`config.mk`:
```
export PLATFORM = sky130hd
export DESIGN_NAME = lm70_sample_scheduler
export DESIGN_NICKNAME = d
export VERILOG_FILES = /design/src/rtl/lm70_pkg.sv /design/src/rtl/lm70_spi_shifter.sv /design/src/rtl/lm70_sample_scheduler.sv
export SDC_FILE = /design/constraint.sdc
export NUM_CORES = 1
export LEC_CHECK = 0
export BUFFER_PORTS_ARGS = -buffer_cell sky130_fd_sc_hd__buf_2
export CAP_MARGIN = 15
export CELL_PAD_IN_SITES_DETAIL_PLACEMENT = 0
export CELL_PAD_IN_SITES_GLOBAL_PLACEMENT = 1
export CORE_AREA = 4 4 92 94
export CTS_CLUSTER_SIZE = 10
export DETAILED_ROUTE_END_ITERATION = 10
export DIE_AREA = 0 0 96 98
export PLACE_DENSITY_LB_ADDON = 0.1
export SETUP_SLACK_MARGIN = 0.4
export SYNTH_ARGS = -nofsm -noshare
export SYNTH_HDL_FRONTEND = slang
export SYNTH_HIERARCHICAL = 1
export SYNTH_SLANG_ARGS = --single-unit
```
`constraint.sdc`:
```
create_clock -name clk -period 2.24 [get_ports clk]
set_input_delay 0.448 -clock clk [delete_from_list [all_inputs] [get_ports clk]]
set_output_delay 0.448 -clock clk [all_outputs]
set_load 0.01 [all_outputs]
```
`src/rtl/lm70_pkg.sv`:
```
// lm70_pkg: shared states and frame constants for the LM70 sample scheduler.
package lm70_pkg;
    localparam int FRAME_BITS = 16;
    localparam int SETUP_CLKS = 2;
    localparam int HOLD_CLKS = 2;
    localparam int TEMP_W = 11;
    localparam logic [4:0] STATUS_ONES = 5'b11111;
    typedef enum logic [2:0] {IDLE, WAIT, SETUP, SHIFT, HOLD} state_t;
endpackage

```
`src/rtl/lm70_spi_shifter.sv`:
```
// lm70_spi_shifter: drives sck for one 16-bit frame, shifts sio in MSB-first, flags done.
module lm70_spi_shifter
    import lm70_pkg::*;
(
    input  logic                  clk,
    input  logic                  rst_n,
    input  logic                  start,
    input  logic                  sio,
    output logic                  sck,
    output logic                  done,
    output logic [FRAME_BITS-1:0] data
);
    localparam int CW = $clog2(2 * FRAME_BITS);
    logic          active;
    logic [CW-1:0] cnt;
    assign done = active && cnt == CW'(2 * FRAME_BITS - 1);
    // sio is captured on the clock that raises sck, so it was set up during the low phase
    always_ff @(posedge clk or negedge rst_n) begin
        if (!rst_n) begin
            active <= 1'b0;
            cnt    <= '0;
            sck    <= 1'b0;
            data   <= '0;
        end else if (start) begin
            active <= 1'b1;
            cnt    <= CW'(1);
            sck    <= 1'b1;
            data   <= {data[FRAME_BITS-2:0], sio};
        end else if (active) begin
            active <= !done;
            cnt    <= cnt + 1'b1;
            sck    <= ~sck;
            if (!sck) data <= {data[FRAME_BITS-2:0], sio};
        end
    end
endmodule

```
`src/rtl/lm70_sample_scheduler.sv`:
```
// lm70_sample_scheduler: periodic LM70 reader with valid/ready output; define TEMP_AVG_EN for a 4-sample moving average.
module lm70_sample_scheduler
    import lm70_pkg::*;
(
    input  logic              clk,
    input  logic              rst_n,
    input  logic              enable,
    input  logic [7:0]        period,
    input  logic [TEMP_W-1:0] thresh,
    input  logic              sio,
    output logic              cs_n,
    output logic              sck,
    output logic [TEMP_W-1:0] temp,
    output logic              temp_valid,
    input  logic              temp_ready,
    output logic              alarm,
    output logic              frame_err,
    output logic              overrun
);
    state_t                  state;
    logic [7:0]              cnt;
    logic [7:0]              wait_last;
    logic                    start;
    logic                    done;
    logic [FRAME_BITS-1:0]   data;
    logic [TEMP_W-1:0]       raw;
    logic [TEMP_W-1:0]       temp_new;
    logic                    good;
    logic                    pub;
    assign wait_last = (period == 8'd0) ? 8'd0 : period - 8'd1;
    assign start     = state == SETUP && cnt == 8'(SETUP_CLKS - 1);
    assign raw       = data[FRAME_BITS-1:5];
    assign good      = data[4:0] == STATUS_ONES;
    assign pub       = done && good;

    lm70_spi_shifter u_shifter (
        .clk   (clk),
        .rst_n (rst_n),
        .start (start),
        .sio   (sio),
        .sck   (sck),
        .done  (done),
        .data  (data)
    );

    always_ff @(posedge clk or negedge rst_n) begin
        if (!rst_n) begin
            state <= IDLE;
            cnt   <= '0;
            cs_n  <= 1'b1;
        end else begin
            case (state)
                IDLE: if (enable) begin
                    state <= WAIT;
                    cnt   <= '0;
                end
                WAIT: if (!enable) state <= IDLE;
                    else if (cnt == wait_last) begin
                        state <= SETUP;
                        cnt   <= '0;
                        cs_n  <= 1'b0;
                    end else cnt <= cnt + 8'd1;
                SETUP: if (start) begin
                    state <= SHIFT;
                    cnt   <= '0;
                end else cnt <= cnt + 8'd1;
                SHIFT: if (done) begin
                    state <= HOLD;
                    cs_n  <= 1'b1;
                end
                HOLD: if (cnt == 8'(HOLD_CLKS - 1)) begin
                    state <= enable ? WAIT : IDLE;
                    cnt   <= '0;
                end else cnt <= cnt + 8'd1;
                default: state <= IDLE;
            endcase
        end
    end

`ifdef TEMP_AVG_EN
    localparam int SW = TEMP_W + 2;
    logic [TEMP_W-1:0] win [3];
    logic              filled;
    logic signed [SW-1:0] sum;
    assign sum = SW'($signed(raw)) + SW'($signed(win[0])) + SW'($signed(win[1])) + SW'($signed(win[2]));
    // the first good sample after reset stands in for the whole window
    assign temp_new = filled ? TEMP_W'(sum >>> 2) : raw;
    always_ff @(posedge clk or negedge rst_n) begin
        if (!rst_n) begin
            win[0] <= '0;
            win[1] <= '0;
            win[2] <= '0;
            filled <= 1'b0;
        end else if (pub) begin
            win[0] <= raw;
            win[1] <= filled ? win[0] : raw;
            win[2] <= filled ? win[1] : raw;
            filled <= 1'b1;
        end
    end
`else
    assign temp_new = raw;
`endif

    always_ff @(posedge clk or negedge rst_n) begin
        if (!rst_n) begin
            temp       <= '0;
            temp_valid <= 1'b0;
            alarm      <= 1'b0;
            frame_err  <= 1'b0;
            overrun    <= 1'b0;
        end else begin
            frame_err <= done && !good;
            if (pub) begin
                temp       <= temp_new;
                temp_valid <= 1'b1;
                alarm      <= $signed(temp_new) > $signed(thresh);
                if (temp_valid && !temp_ready) overrun <= 1'b1;
            end else if (temp_ready) temp_valid <= 1'b0;
        end
    end
endmodule
```
## After elaboration in Yosys (flattened, before gate mapping)

Index checks and enable logic that the tools add are counted.

| storage, ports and cells | value |
|---|---|
| ROM bits | 0 |
| memories | 0 |
| latch bits | 0 |
| RAM bits | 0 |
| bits in registers | 50 |
| word-level logic and storage cells | 82 |

| cells by class | value |
|---|---|
| mux-type cells | 30 |
| div/mod/pow operators | 0 |
| shifts and indexed selects | 0 |
| bitwise logic cells | 1 |
| $lt $le $gt $ge | 1 |
| add/sub/neg operators | 3 |
| multipliers | 0 |
| reductions and logical operators | 19 |
| eq/ne operators | 16 |

Operator list:

| kind | number |
|---|---|
| 16-bit two-way mux | 3 |
| 8-bit two-way mux | 6 |
| 8-bit case mux with 4 select lines | 1 |
| 3-bit two-way mux | 6 |
| 3-bit case mux with 5 select lines | 1 |
| 2-bit inequality test (second input constant) | 7 |
| 11-bit greater-than comparator | 1 |
| 5-bit == test (second input constant) | 2 |
| 1-bit two-way mux | 10 |
| 5-bit two-way mux | 2 |
| 8-bit by 1-bit adder with 8-bit output (second input constant) | 1 |
| 8-bit by 1-bit == test with 1-bit output (second input constant) | 1 |
| 8-bit == test | 1 |
| 8-bit zero test | 1 |
| 8-bit by 1-bit subtractor with 8-bit output (second input constant) | 1 |
| 3-bit by 2-bit == test with 1-bit output (second input constant) | 2 |
| 2-bit nonzero test | 3 |
| 5-bit by 1-bit adder with 5-bit output (second input constant) | 1 |
| 1-bit logical AND | 5 |
| 5-bit AND reduction | 1 |
| 2-bit AND reduction | 2 |
| 4-bit AND reduction | 1 |
| 4-bit nonzero test | 1 |
| 3-bit by 1-bit == test with 1-bit output (second input constant) | 1 |
| 7 further kinds | 9 |

## Logic depth before layout (Yosys ltp)

| logic depth | value |
|---|---|
| depth after elaboration | 6 |
| depth in mapped cells | 11 |
| mapped depth without buffers | 10 |

## Hierarchy

Netlist, hierarchy kept.

Modules (own cells, without submodules):

| module | area an instance (sq um) | instances | seq. area each (sq um) | cells each |
|---|---|---|---|---|
| lm70_sample_scheduler | 1983.2 | 1 | 676.9 | 229 |
| lm70_spi_shifter | 993.5 | 1 | 575.6 | 64 |

## Worst setup path after synthesis

OpenSTA, ideal clock, no wires.

| timing path | value |
|---|---|
| path kind | input port to flip-flop |
| start point | in period[0] |
| end point | reg state[0] |
| data arrival time | 2.460 ns |
| required time | 2.114 ns |
| path slack | -0.346 ns |
| stages | 10 |
| path buffers | 1 |
| cells stage by stage | inv_1 -> ha_1 -> clkbuf_1 -> nor3b_1 -> or4_1 -> a21boi_0 -> o211ai_2 -> a211oi_2 -> o22ai_1 -> a221o_1 |

| between the ends | value |
|---|---|
| cells in the longest elaborated chain, start to end | 5 |

Ends and longest elaborated chain:

| item | line | source |
|---|---|---|
| start, declared | lm70_sample_scheduler.sv:8 | `input logic [7:0] period,` |
| 8-bit by 1-bit subtractor with 8-bit output / 8-bit zero test (equally long branches) | lm70_sample_scheduler.sv:30 | `assign wait_last = (period == 8'd0) ? 8'd0 : period - 8'd1;` |
| 8-bit two-way mux * | lm70_sample_scheduler.sv:30 |  |
| 8-bit == test * | lm70_sample_scheduler.sv:58 | `else if (cnt == wait_last) begin` |
| 3-bit inequality test (no source line) * | n/a |  |
| 5-bit AND reduction (no source line) * | n/a |  |
| end signal, assigned | lm70_sample_scheduler.sv:72 | `state <= enable ? WAIT : IDLE;` |
| end, declared | lm70_sample_scheduler.sv:20 | `state_t state;` |

Every way passes the cells marked *; elsewhere a longest branch is shown, timed or not.
A chain may end at the register's enable or synchronous reset.

==> flow_summary.json <==
{
  "drt-met1-wl_um": 2920,
  "synth_compound_area_share_pct": 13.1,
  "cp_slowest_stage_delay_ns": 0.53,
  "hold_slack_ns": 0.236,
  "yosysSeqAreaShare_pct": 42.1,
  "num_antenna_cells": 0,
  "fp-row-count": 32,
  "synthAdderAreaFrac_pct": 6.73,
  "regArea_mm2": 0.00125,
  "yosys.area_share.simple_pct": 17.8,
  "synthesis.area_mm2": 0.00298,
  "synth_top_area_share_pct": 41.2,
  "layout_setup_ws_ns": -0.168,
  "synthTopCellsByArea": "dfrtp_1, ha_1, mux2_2, mux2_4, nand2_1",
  "synth_edf_count": 0,
  "layout-drive-gt1-share_pct": 37.8,
  "ff2ff_setup_slack_ns": 0.12,
  "path_depth": 11,
  "fin_skew_ns": 0.00871,
  "die_w_um": 96,
  "critPathCapture": "cnt[4]$_DFFE_PN0P_",
  "cp_max_fo": 7,
  "setup_viol": 9,
  "synth_most_common_cell": "dfrtp_1",
  "drc_errors": 0,
  "synthMuxAreaShare_pct": 11.8,
  "clk_path_buf_depth": 2,
  "synth_xor_area_share_pct": 3.24,
  "num_vias": 2329,
  "antenna_left": 0,
  "final_max_slew_viol_count": 0,
  "cp.arrival_ns": 2.63,
  "synth-seq-cells": 50,
  "clkTransAtPathRegs_ns": 0.09,
  "grt_max_degree": 51,
  "crit_path_end_kind": "flip-flop",
  "yosysTopAreaCell": "dfrtp_1",
  "hpwlAfterDp_um": 4510,
  "synthArstFlopShare_pct": 100,
  "critical-path-top-delay-family": "simple AND/OR/NAND/NOR gates",
  "wl_um": 6100,
  "tritoncts": "yes",
  "cap_violations": 0,
  "core_mm2": 0.00765,
  "grt_pass1_wl_um": 10800,
  "cp_cell_sequence": "buf_12 > or4_4 > or4_4 > and3b_1 > o211ai_2 > a211oi_2 > buf_4 > nor4_4 > buf_6 > nor2_4 > o211ai_1",
  "nFillCells": 760,
  "multiInputGateArea_mm2": 0.00169,
  "dr_wl_met2_um": 2900,
  "syn_nets": 333,
  "antenna_found_initial": 0,
  "relSlewSlack_pct": 50.9,
  "portBuffers": 40,
  "slowest_stage": "or4_4",
  "placed_area_mm2": 0.00353,
  "criticalPathCategory": "in2reg",
  "ioPinCount": 41,
  "hold_viol": 0,
  "cts_root_buffer": "clkbuf_8",
  "finalCritPeriodShare_pct": 107,
  "r2r-start": "u_shifter/cnt[0]$_DFFE_PN0P_",
  "critPathBufInv": 3,
  "drtIter0Drc": 70,
  "die-area_mm2": 0.00941,
  "finalPower_mw": 3.85,
  "grt_pass1_vias": 2322,
  "syn_area_per_cell_um2": 10.2,
  "worstMarginPinSlew_ns": 0.734,
  "path_common_cell": "or4_4",
  "fmax_ghz": 0.415,
  "fin_area_mm2": 0.00379,
  "leakagePower_nw": 1.89,
  "grt_usage_pct": 14.4,
  "syn_inst": 293,
  "wl_per_cell_um": 13.0,
  "synth_top_family_by_area": "simple AND/OR/NAND/NOR gates",
  "place_ws_ns": -0.690,
  "violations": "negative setup slack",
  "critPathRequiredTime_ns": 2.46,
  "fin_nets": 408,
  "globalRouteOverflowTotal": 0,
  "top_layer_used": "met4",
  "rsz0062_at_grt": "true",
  "clock_latency_ns": 0.31,
  "r2r-end": "state[0]$_DFFE_PN0P_",
  "synth_cell_types": 58,
  "route.met3.wl_um": 222,
  "status": "complete, but fails checks",
  "synthFlopType": "dfrtp_1",
  "htreeDepth": 2,
  "die_h_um": 98,
  "vias_per_cell": 4.96,
  "syn_to_final_growth_pct": 27.4,
  "initial_core_util_pct": 38.9,
  "period_needed_ns": 2.41,
  "cts_buffers": 5,
  "max-vdd-ir-drop_uv": 506,
  "power_density_mw_per_mm2": 1020,
  "cp-startpoint": "period[1]",
  "synth_warnings": 6,
  "synth_commonest_cells": "dfrtp_1, nand2_1, inv_1, nor2_1",
  "r2r_cells": 10,
  "cts_sinks": 50,
  "start_kind": "input pin",
  "hold_class": "in2async",
  "routabilityCongestion": 0.760,
  "dr.pass1.iters": 4,
  "holdBufCountCts": 0
}
cells in the final DEF, fill, tap and decap left out, types with 2 or more instances in the layout:
cell type and n:
nor2b_1 7, a31oi_1 2, nand2_1 26, nor2_1 21, nand2b_1 7, a211o_1 2, buf_4 35, buf_2 38
and3b_1 2, clkbuf_8 5, ha_1 13, xor2_1 3, o2111ai_1 3, nor4_2 2, buf_12 2, xnor2_1 8
buf_6 2, a21oi_1 5, or4_4 2, mux2_4 10, o21ai_1 5, mux2_2 16, nand3_1 6, o211ai_1 5
inv_1 21, and3_1 2, a21o_1 5, o21ai_0 7, nand4_1 6, ha_4 2, inv_6 2, o22ai_1 2
nand2_8 2, nor3b_1 2, nor3_1 4, dfrtp_1 49, mux2i_1 2
report_power, final:
part	internal, mW	total [mW]	switching, mW	leakage, nW
clock network	0.216	0.523	0.307	0.0444
logic	1.04	1.87	0.829	1.22
registers	1.17	1.46	0.286	0.630
total	2.43	3.85	1.42	1.89
layout make-up:
| class | count | area share (%) |
|---|---|---|
| Tap cell | 102 | 3.37 |
| Clock inverter | 2 | 0.363 |
| Sequential cell | 50 | 33.0 |
| Timing Repair Buffer | 78 | 14.0 |
| Inverter | 24 | 2.84 |
| Clock buffer | 5 | 1.82 |
| Multi-Input combinational cell | 209 | 44.6 |
sequential cells by signal, summed over array words and instances (netlist names), 3 cells and up:
register,flops
cnt,8
u_shifter/cnt,5
u_shifter/data,16
temp,11
state,3
how the worst min path moves through the flow:
stage                             start                  end  cells past startpoint
floorplan                         rst_n    alarm$_DFFE_PN0P_                      0
global placement    overrun$_DFFE_PN0P_  overrun$_DFFE_PN0P_                      1
detailed placement  overrun$_DFFE_PN0P_  overrun$_DFFE_PN0P_                      1
CTS                               rst_n  temp[5]$_DFFE_PN0P_                      2
global route                      rst_n  temp[5]$_DFFE_PN0P_                      2
finish                            rst_n  temp[5]$_DFFE_PN0P_                      2
repair_timing:
action,in CTS,in global routing
hold endpoints to repair,0,0
cloned,1,0
pin swaps,11,5
endpoints found under the setup margin,44,42
resized for setup,22,2
setup buffers,5,2
kinds of logic (layout without fill, tap and decap cells):
family / Yosys count / in the layout
adders and majority gates: 16 / 16
muxes: 28 / 28
DFF: 50 / 50
AOI/OAI and AO/OA: 54 / 54
buffers and inverters: 35 / 109
xor gates and xnor gates: 11 / 11
and+or+nand+nor: 99 / 100
metrics by stage:
stage	setup TNS (ns)	utilization (%)	instances
2_1_floorplan	-2.19	-	293
3_3_place_gp	-6.71	46.2	455
3_5_place_dp	-6.75	46.2	455
4_1_cts	-1.21	49.2	468
5_1_grt	-2.32	49.6	470
6_report	-1.17	49.6	470
per-layer routing:
metal / vias up / GRT usage (%)
li1: 1184 / -
met1: 1110 / 19.4
met2: 29 / 23.3
met3: 6 / 3.54
met4: 0 / 3.61
met5: - / 0
No activity file was read; power rests on OpenSTA's default activity.
